$ cat src/rtl/blkasm_pkg.sv
// Shared constants, FSM state type and input word layout for the block assembler controller.
package blkasm_pkg;

    localparam int NPKT  = 16;
    localparam int PKT_W = 29;
    localparam int POS_W = $clog2(NPKT);

    typedef enum logic [1:0] {
        COLLECT,
        LAST,
        FULL
    } state_t;

    typedef struct packed {
        logic [POS_W-1:0] pos;
        logic [PKT_W-1:0] pkt;
    } pkt_word_t;

endpackage

$ cat src/rtl/blkasm_to_cntr.sv
// Inactivity counter that flags a stalled partial block after TO_CYC idle cycles.
module blkasm_to_cntr #(
    parameter int TO_CYC = 1024
) (
    input  logic clk,
    input  logic reset,
    input  logic run,
    input  logic reload,
    output logic expire
);

    localparam int CW = (TO_CYC > 1) ? $clog2(TO_CYC) : 1;

    logic [CW-1:0] cnt;

    assign expire = run && (cnt == CW'(TO_CYC - 1));

    // Any accept, an expiry, or leaving the partial-block condition restarts the count.
    always_ff @(posedge clk or posedge reset) begin
        if (reset) begin
            cnt <= '0;
        end else if (!run || reload || expire) begin
            cnt <= '0;
        end else begin
            cnt <= cnt + 1'b1;
        end
    end

endmodule

$ cat src/rtl/blkasm_ctrl.sv
// Packet block assembler sequencing controller; define BLKASM_CTRL_TIMEOUT_EN to
// compile in the partial-block inactivity timeout.
module blkasm_ctrl
   import blkasm_pkg::*;
#(
   parameter int TO_CYC = 1024
) (
   input  logic                   clk,
   input  logic                   reset,
   input  logic [POS_W+PKT_W-1:0] data,
   input  logic                   avl,
   output logic                   in_rdy,
   output logic                   wr_en,
   output logic [POS_W-1:0]       wr_pos,
   output logic [PKT_W-1:0]       wr_pkt,
   output logic                   blk_vld,
   input  logic                   blk_ack,
   output logic [NPKT-1:0]        rcv_map,
   output logic [POS_W:0]         rcv_cnt,
   output logic                   dup_err,
   output logic                   ovf_err,
   output logic                   to_err
);

   state_t    state;
   state_t    stateNxt;
   pkt_word_t word;
   logic      accept;
   logic      dup;
   logic      ovf;
   logic      expire;

   assign word   = pkt_word_t'(data);
   assign accept = avl && (state == COLLECT) && !rcv_map[word.pos];
   assign dup    = avl && (state == COLLECT) &&  rcv_map[word.pos];
   assign ovf    = avl && (state != COLLECT);

`ifdef BLKASM_CTRL_TIMEOUT_EN
   logic toHit;

   blkasm_to_cntr #(
      .TO_CYC (TO_CYC)
   ) u_to_cntr (
      .clk    (clk),
      .reset  (reset),
      .run    ((state == COLLECT) && (rcv_cnt != '0)),
      .reload (accept),
      .expire (toHit)
   );

   // A packet arriving on the expiry cycle keeps the block alive.
   assign expire = toHit && !accept;

   // Timeout error pulse is registered one cycle after the expiry.
   always_ff @(posedge clk or posedge reset) begin
      if (reset) begin
         to_err <= 1'b0;
      end else begin
         to_err <= expire;
      end
   end
`else
   assign expire = 1'b0;
   assign to_err = 1'b0;
`endif

   // State register, returns to COLLECT on reset.
   always_ff @(posedge clk or posedge reset) begin
      if (reset) begin
         state <= COLLECT;
      end else begin
         state <= stateNxt;
      end
   end

   // Next-state logic plus the state-decoded handshake outputs.
   always_comb begin
      stateNxt = state;
      in_rdy   = 1'b0;
      blk_vld  = 1'b0;
      case (state)
         COLLECT: begin
            in_rdy = 1'b1;
            if (accept && (rcv_cnt == (POS_W+1)'(NPKT - 1))) begin
               stateNxt = LAST;
            end
         end
         LAST: begin
            stateNxt = FULL;
         end
         FULL: begin
            blk_vld = 1'b1;
            if (blk_ack) begin
               stateNxt = COLLECT;
            end
         end
         default: begin
            stateNxt = COLLECT;
         end
      endcase
   end

   // Write strobe, slot bookkeeping and error pulses all settle one edge after the request.
   always_ff @(posedge clk or posedge reset) begin
      if (reset) begin
         wr_en   <= 1'b0;
         wr_pos  <= '0;
         wr_pkt  <= '0;
         rcv_map <= '0;
         rcv_cnt <= '0;
         dup_err <= 1'b0;
         ovf_err <= 1'b0;
      end else begin
         wr_en   <= accept;
         dup_err <= dup;
         ovf_err <= ovf;
         if (accept) begin
            wr_pos            <= word.pos;
            wr_pkt            <= word.pkt;
            rcv_map[word.pos] <= 1'b1;
            rcv_cnt           <= rcv_cnt + 1'b1;
         end else if (((state == FULL) && blk_ack) || expire) begin
            rcv_map <= '0;
            rcv_cnt <= '0;
         end
      end
   end

endmodule

$ cat config.mk
export PLATFORM = sky130hd
export DESIGN_NAME = blkasm_ctrl
export DESIGN_NICKNAME = d
export VERILOG_FILES = /design/src/rtl/blkasm_pkg.sv /design/src/rtl/blkasm_to_cntr.sv /design/src/rtl/blkasm_ctrl.sv
export SDC_FILE = /design/constraint.sdc
export NUM_CORES = 1
export LEC_CHECK = 0
export ABC_AREA = 1
export ABC_CLOCK_PERIOD_IN_PS = 3100
export CAP_MARGIN = 20
export CELL_PAD_IN_SITES_DETAIL_PLACEMENT = 2
export CELL_PAD_IN_SITES_GLOBAL_PLACEMENT = 2
export CORE_MARGIN = 3
export CORE_UTILIZATION = 26
export DETAILED_ROUTE_END_ITERATION = 7
export GPL_ROUTABILITY_DRIVEN = 1
export PLACE_DENSITY_LB_ADDON = 0.3
export SLEW_MARGIN = 20
export SYNTH_ARGS = -nofsm -noshare
export SYNTH_HDL_FRONTEND = slang
export SYNTH_SLANG_ARGS = --single-unit
$ cat constraint.sdc
create_clock -name clk -period 3.1 [get_ports clk]
set_clock_uncertainty 0.05 [all_clocks]
set_input_delay 0.62 -clock clk [delete_from_list [all_inputs] [get_ports clk]]
set_output_delay 0.62 -clock clk [all_outputs]
set_load 0.05 [all_outputs]
# After elaboration in Yosys (flattened, before gate mapping)
# Cells that the tools add are included.
[word_totals]
reg_bits = 59
latch_bits = 0
ramBits = 0
rom_bits = 0
in_bits = 37
output_inout_bits = 60
memories = 0
[op_classes]
addsub = 1
n_mul = 0
div_mod_pow = 0
order_cmp = 2
eq_ne = 5
shifts = 0
n_mux = 13
bitwise = 1
reduce_logical = 12
[op_table]
columns = ["op", "count"]
rows = [
  ["$mux 16", 2],
  ["$or 16x16->16", 1],
  ["$mux 5", 2],
  ["$logic_and 1x1->1", 7],
  ["$pmux 2 s3", 1],
  ["$add 5x1->5 const B", 1],
  ["$eq 5x4->1 const B", 1],
  ["$lt 4x5->1 const B", 1],
  ["$bmux 1 s4", 1],
  ["$demux 1 s4", 1],
  ["$ge 4x1->1 const B", 1],
  ["$mux 1", 4],
  ["$mux 2", 2],
  ["$reduce_bool 2->1", 2],
  ["$eq 2x1->1 const B", 1],
  ["$eq 2x2->1 const B", 1],
  ["$logic_not 2->1", 1],
  ["$ne 2x1->1 const B", 1],
  ["$ne 2x2->1 const B", 1],
  ["$reduce_and 2->1", 1],
  ["$logic_not 1->1", 1],
]

# Longest topological paths before layout
[logic_depth]
ltp_word = 7
depth_mapped = 13
mapped_depth_nobuf = 12

# Worst setup path before layout
# No wires, ideal clock.
[synth_path]
kind = "reg2reg"
from = "register state[0]"
to = "register wr_pkt[17]"
t_arrival_ns = 1.954
setup_slack_ns = 0.978
path_stages_with_launch = 9
path_cell_list = "dfrtp_1 nor2_1 nand2_1 inv_1 nand2_4 buf_6 buf_6 nand2_1 nand2_1"
[synth_between]
elab_chain_len = 3
[synth_rtl]
columns = ["element", "line_no", "text"]
rows = [
  ["start, declared", "blkasm_ctrl.sv:25", "state_t state;"],
  ["start signal, assigned", "blkasm_ctrl.sv:72", "state <= stateNxt;"],
  ["$logic_not 2->1", "blkasm_ctrl.sv:34", "assign accept = avl && (state == COLLECT) && !rcv_map[word.pos];"],
  ["$logic_and 1x1->1 (2 in series)", "blkasm_ctrl.sv:34", ""],
  ["end signal, assigned", "blkasm_ctrl.sv:119", "wr_pkt <= word.pkt;"],
  ["end, declared", "blkasm_ctrl.sv:15", "output logic [PKT_W-1:0] wr_pkt,"],
]
# Every way passes these cells.
# A chain may end at the register's enable or synchronous reset.

# Final worst setup path
[layout_path]
from = "input port data[30]"
to = "register wr_pkt[27]"
[layout_between]
elab_chain_len = 4
[layout_rtl]
columns = ["element", "line_no", "text"]
rows = [
  ["start, declared", "blkasm_ctrl.sv:10", "input logic [POS_W+PKT_W-1:0] data,"],
  ["$bmux 1 s4", "blkasm_ctrl.sv:34", ""],
  ["$mux 1 (implied by the code)", "blkasm_ctrl.sv:34", ""],
  ["$logic_not 1->1", "blkasm_ctrl.sv:34", ""],
  ["$logic_and 1x1->1", "blkasm_ctrl.sv:34", ""],
]
# Every way passes these cells. The select of a mux whose other input is x is not followed.

==> flow_summary.rst <==
.. list-table::
   :header-rows: 1

   * - Metric
     - Value
   * - Share of layout cells above drive strength 1
     - roughly 6.7%
   * - Req. time, crit path
     - ~3.3 ns
   * - Clock period minus final worst setup slack
     - roughly 2.6 ns
   * - Count of hold-fix buffers inserted at cts
     - 0
   * - Clock H-tree levels
     - 3
   * - Final Hold Viols
     - 0
   * - TritonCTS clock tree
     - yes
   * - Number of antenna violations at the first check in global routing
     - 0
   * - Sum of routed wire length over all layers
     - 8.81 mm
   * - Post-Synthesis Cell Area
     - 2580 sq um
   * - Largest vdd supply drop
     - 383 uV
   * - Antenna diode count
     - 0
   * - Number of CTS-inserted buffers
     - 9
   * - Share of synthesized registers carrying an async set or reset
     - 100%
   * - Number of global-route vias before repair
     - 2676
   * - Area of the placeable core
     - 9460 sq um
   * - Latest clock arrival within the worst-skew pair
     - roughly 0.34 ns
   * - First-pass GRT wire length
     - 14.3 mm
   * - Port bufs
     - 95
   * - Cells traversed along the worst timing path
     - clkdlybuf4s50_1 > inv_1 > nand2_1 > nand2_1 > nand2_1 > nand2_2 > nor2_4 > nand2_4 > inv_2 > nand2_1 > nand2_1
   * - Warnings from Yosys
     - 0
   * - Largest cells by area after synthesis
     - dfrtp_1, nand2_1, o21ai_0
   * - Fraction of synthesized cell area taken by the top area cell type
     - 57.2%
   * - Final Slew Violations
     - 0
   * - Run status
     - finished clean
   * - Detailed-route wire length per cell
     - 16.1 um
   * - Iter 0 DRT Violations
     - 64
   * - Worst path most repeated cell
     - nand2_1
   * - HPWL reported at the end of detailed placement
     - about 6.3 mm
   * - Pin count of the biggest net entering global routing
     - 60
   * - Fraction of the yosys area taken by sequential cells
     - 57.2%
   * - Number of DRC violations after detailed routing
     - 0
   * - Die area
     - 11200 sq um
   * - Unrepaired setup endpoints after global routing
     - false
   * - Startpoint type of the worst setup path
     - input pin
   * - Worst-case clock buffer depth
     - 2
   * - Max Clk Rate
     - 0.388 GHz
   * - Average instance area after synthesis
     - 8.19 sq um
   * - Cell type with the highest aggregate area in the netlist
     - dfrtp_1
   * - # Max-Cap Violations
     - 0
   * - Pwr per Cell Area
     - 1250 nW/um^2
   * - Share of the clock period used by the worst path after layout
     - 83.2%
   * - Class of the worst hold path
     - reg -> reg
   * - Transition time of the tightest slew-check pin
     - 0.806 ns
   * - Antenna violation net count after detailed routing
     - 0
   * - Clock transition at path regs
     - 0.07 ns
   * - Remaining max-slew budget at the tightest pin
     - 46.1%
   * - Arrival @ worst endpoint
     - 2.80 ns
   * - Initial cell density of the core
     - between 20 and 30%
   * - X dimension of the die
     - 106 um
   * - Number of register bits inferred by synthesis
     - 59
   * - Post-route non-filler standard cell count
     - around 550
   * - Initial DRT Pass Iterations
     - 4
   * - Routability congestion estimate
     - between 0.7 and 0.8
   * - Cells resized by post-CTS repair
     - 0
   * - Number of top-level pins
     - 97
   * - Vertical die dimension
     - 106 um
   * - Synthesized instance count
     - between 300 and 400
   * - Setup fix buffers added after clock tree synthesis
     - 0
   * - Overall track demand over capacity in global routing
     - 16.4%
   * - Peak fanout along the critical path
     - 30
   * - Cell type of the slowest stage on the worst timing path
     - clkdlybuf4s50_1
   * - TritonCTS sink count
     - 59
   * - Clock root buffer master
     - clkbuf_8
   * - Number of instances in the placed design
     - 530
   * - Leakage dissipation
     - 1.88 nW
   * - GRT Residual Overflow
     - 0
   * - Avg Vias per Cell
     - around 4.5
   * - Number of vias in the routed layout
     - 2439
   * - Critical Path End Type
     - flip-flop
   * - Setup TNS
     - 0 ns
   * - Syn Nets
     - about 350
   * - Most used DFF post-synth
     - dfrtp_1
   * - Cell row count
     - 35
   * - Maximum cell stage delay along the critical path
     - 0.63 ns
   * - Number of nets in the finished design
     - 451
   * - Worst Path Class, Setup
     - in -> reg
   * - Count of endpoints failing setup in the final report
     - 0
   * - Relative area change from synthesis to final layout
     - 49.3%
   * - Post-synth EDFFs
     - 0
   * - Count of different cell masters after synthesis
     - 21
[layout by cell type (no fill, tap or decap)]
cell type	synthesis	layout
buf_4	5	5
bufinv_16	0	2
clkbuf_1	3	1
clkbuf_8	0	11
clkdlybuf4s50_1	0	95
clkinv_2	0	1
clkinvlp_4	0	1
conb_1	1	1
dfrtp_1	59	59
ha_1	2	2
inv_1	12	11
inv_2	2	3
nand2_1	174	174
nand2_2	1	1
nand2_4	1	1
nand3_1	8	8
nand3b_1	2	2
nand4_1	3	3
nor2_1	14	14
nor2_2	1	1
nor2_4	1	1
o21ai_0	18	18
or2_2	1	1
xor2_1	1	1
[worst max-delay path: cells and delay by family]
kind	cells	cell delay, ns
buffers and inverters	3	1.23
and+or+nand+nor	8	0.94
[path summary, 6_finish.rpt]
kind                                        start  cells past startpoint  slack, ns                endpoint
min in group asynchronous                   reset                      3       0.83  wr_pkt[25]$_DFFE_PP0P_
min reg2reg                wr_pkt[21]$_DFFE_PP0P_                      2       0.43  wr_pkt[21]$_DFFE_PP0P_
max                                      data[30]                     11       0.52  wr_pkt[27]$_DFFE_PP0P_
max in group asynchronous                   reset                      3       1.67  rcv_map[6]$_DFFE_PP0P_
max reg2reg                rcv_map[3]$_DFFE_PP0P_                     11       1.07  wr_pkt[27]$_DFFE_PP0P_
min                        wr_pkt[21]$_DFFE_PP0P_                      2       0.43  wr_pkt[21]$_DFFE_PP0P_
[layout make-up]
class,instances,area (sq um)
multi-input combinational,228,948
tap,129,161
clock buffer,12,155
timing repair buffer,100,988
inverter,14,52.6
fill,1121,5600
clock inverter,4,72.6
sequential,59,1480
[state kept, by name, summed over array words and instances, names as in the netlist]
signal   cells
wr_pkt      29
wr_en        1
rcv_map     16
rcv_cnt      5
dup_err      1
ovf_err      1
wr_pos       4
state        2
[per-layer routing]
layer	vias to the layer above	part of all wire [%]	global-route usage, %
met1	1218	43	20.4
li1	1153	-	-
met3	10	4.1	3.74
met5	-	0	0
met2	58	52	27.9
met4	0	1.2	5.74
[report_power, final]
part           switching [mW]  leakage (nW)  internal [mW]
combinational            1.81          1.03          0.820
clock                   0.313         0.113          0.496
sequential              0.255         0.736           1.11
[metrics by stage]
stage	area [sq um]	setup WS [ns]	power [mW]	utilization, %	hold slack, ns
floorplan	2580	0.974	3.07	-	0.484
global placement	3630	0.275	3.98	38.3	0.412
detailed placement	3630	0.158	4.04	38.3	0.421
CTS	3850	0.501	4.89	40.8	0.441
global route	3850	0.260	5.09	40.8	0.462
finish	3850	0.522	4.81	40.8	0.433
[cells by family after synthesis]
family          share of synthesized area [%]
xor+xnor                                0.339
other cells                             0.145
buf+inv                                  6.06
compound gates                           3.49
flops                                    57.2
simple gates                             31.8
fa+ha+maj                               0.969
[Yosys cell counts, drive strengths merged, types with 2 or more instances]
library cell  count
o21ai            18
inv              14
nand3             8
nor2             16
nand3b            2
dfrtp            59
nand2           176
buf              11
clkbuf            3
ha                2
nand4             3
Note: power is estimated with default switching activity, not from simulation.
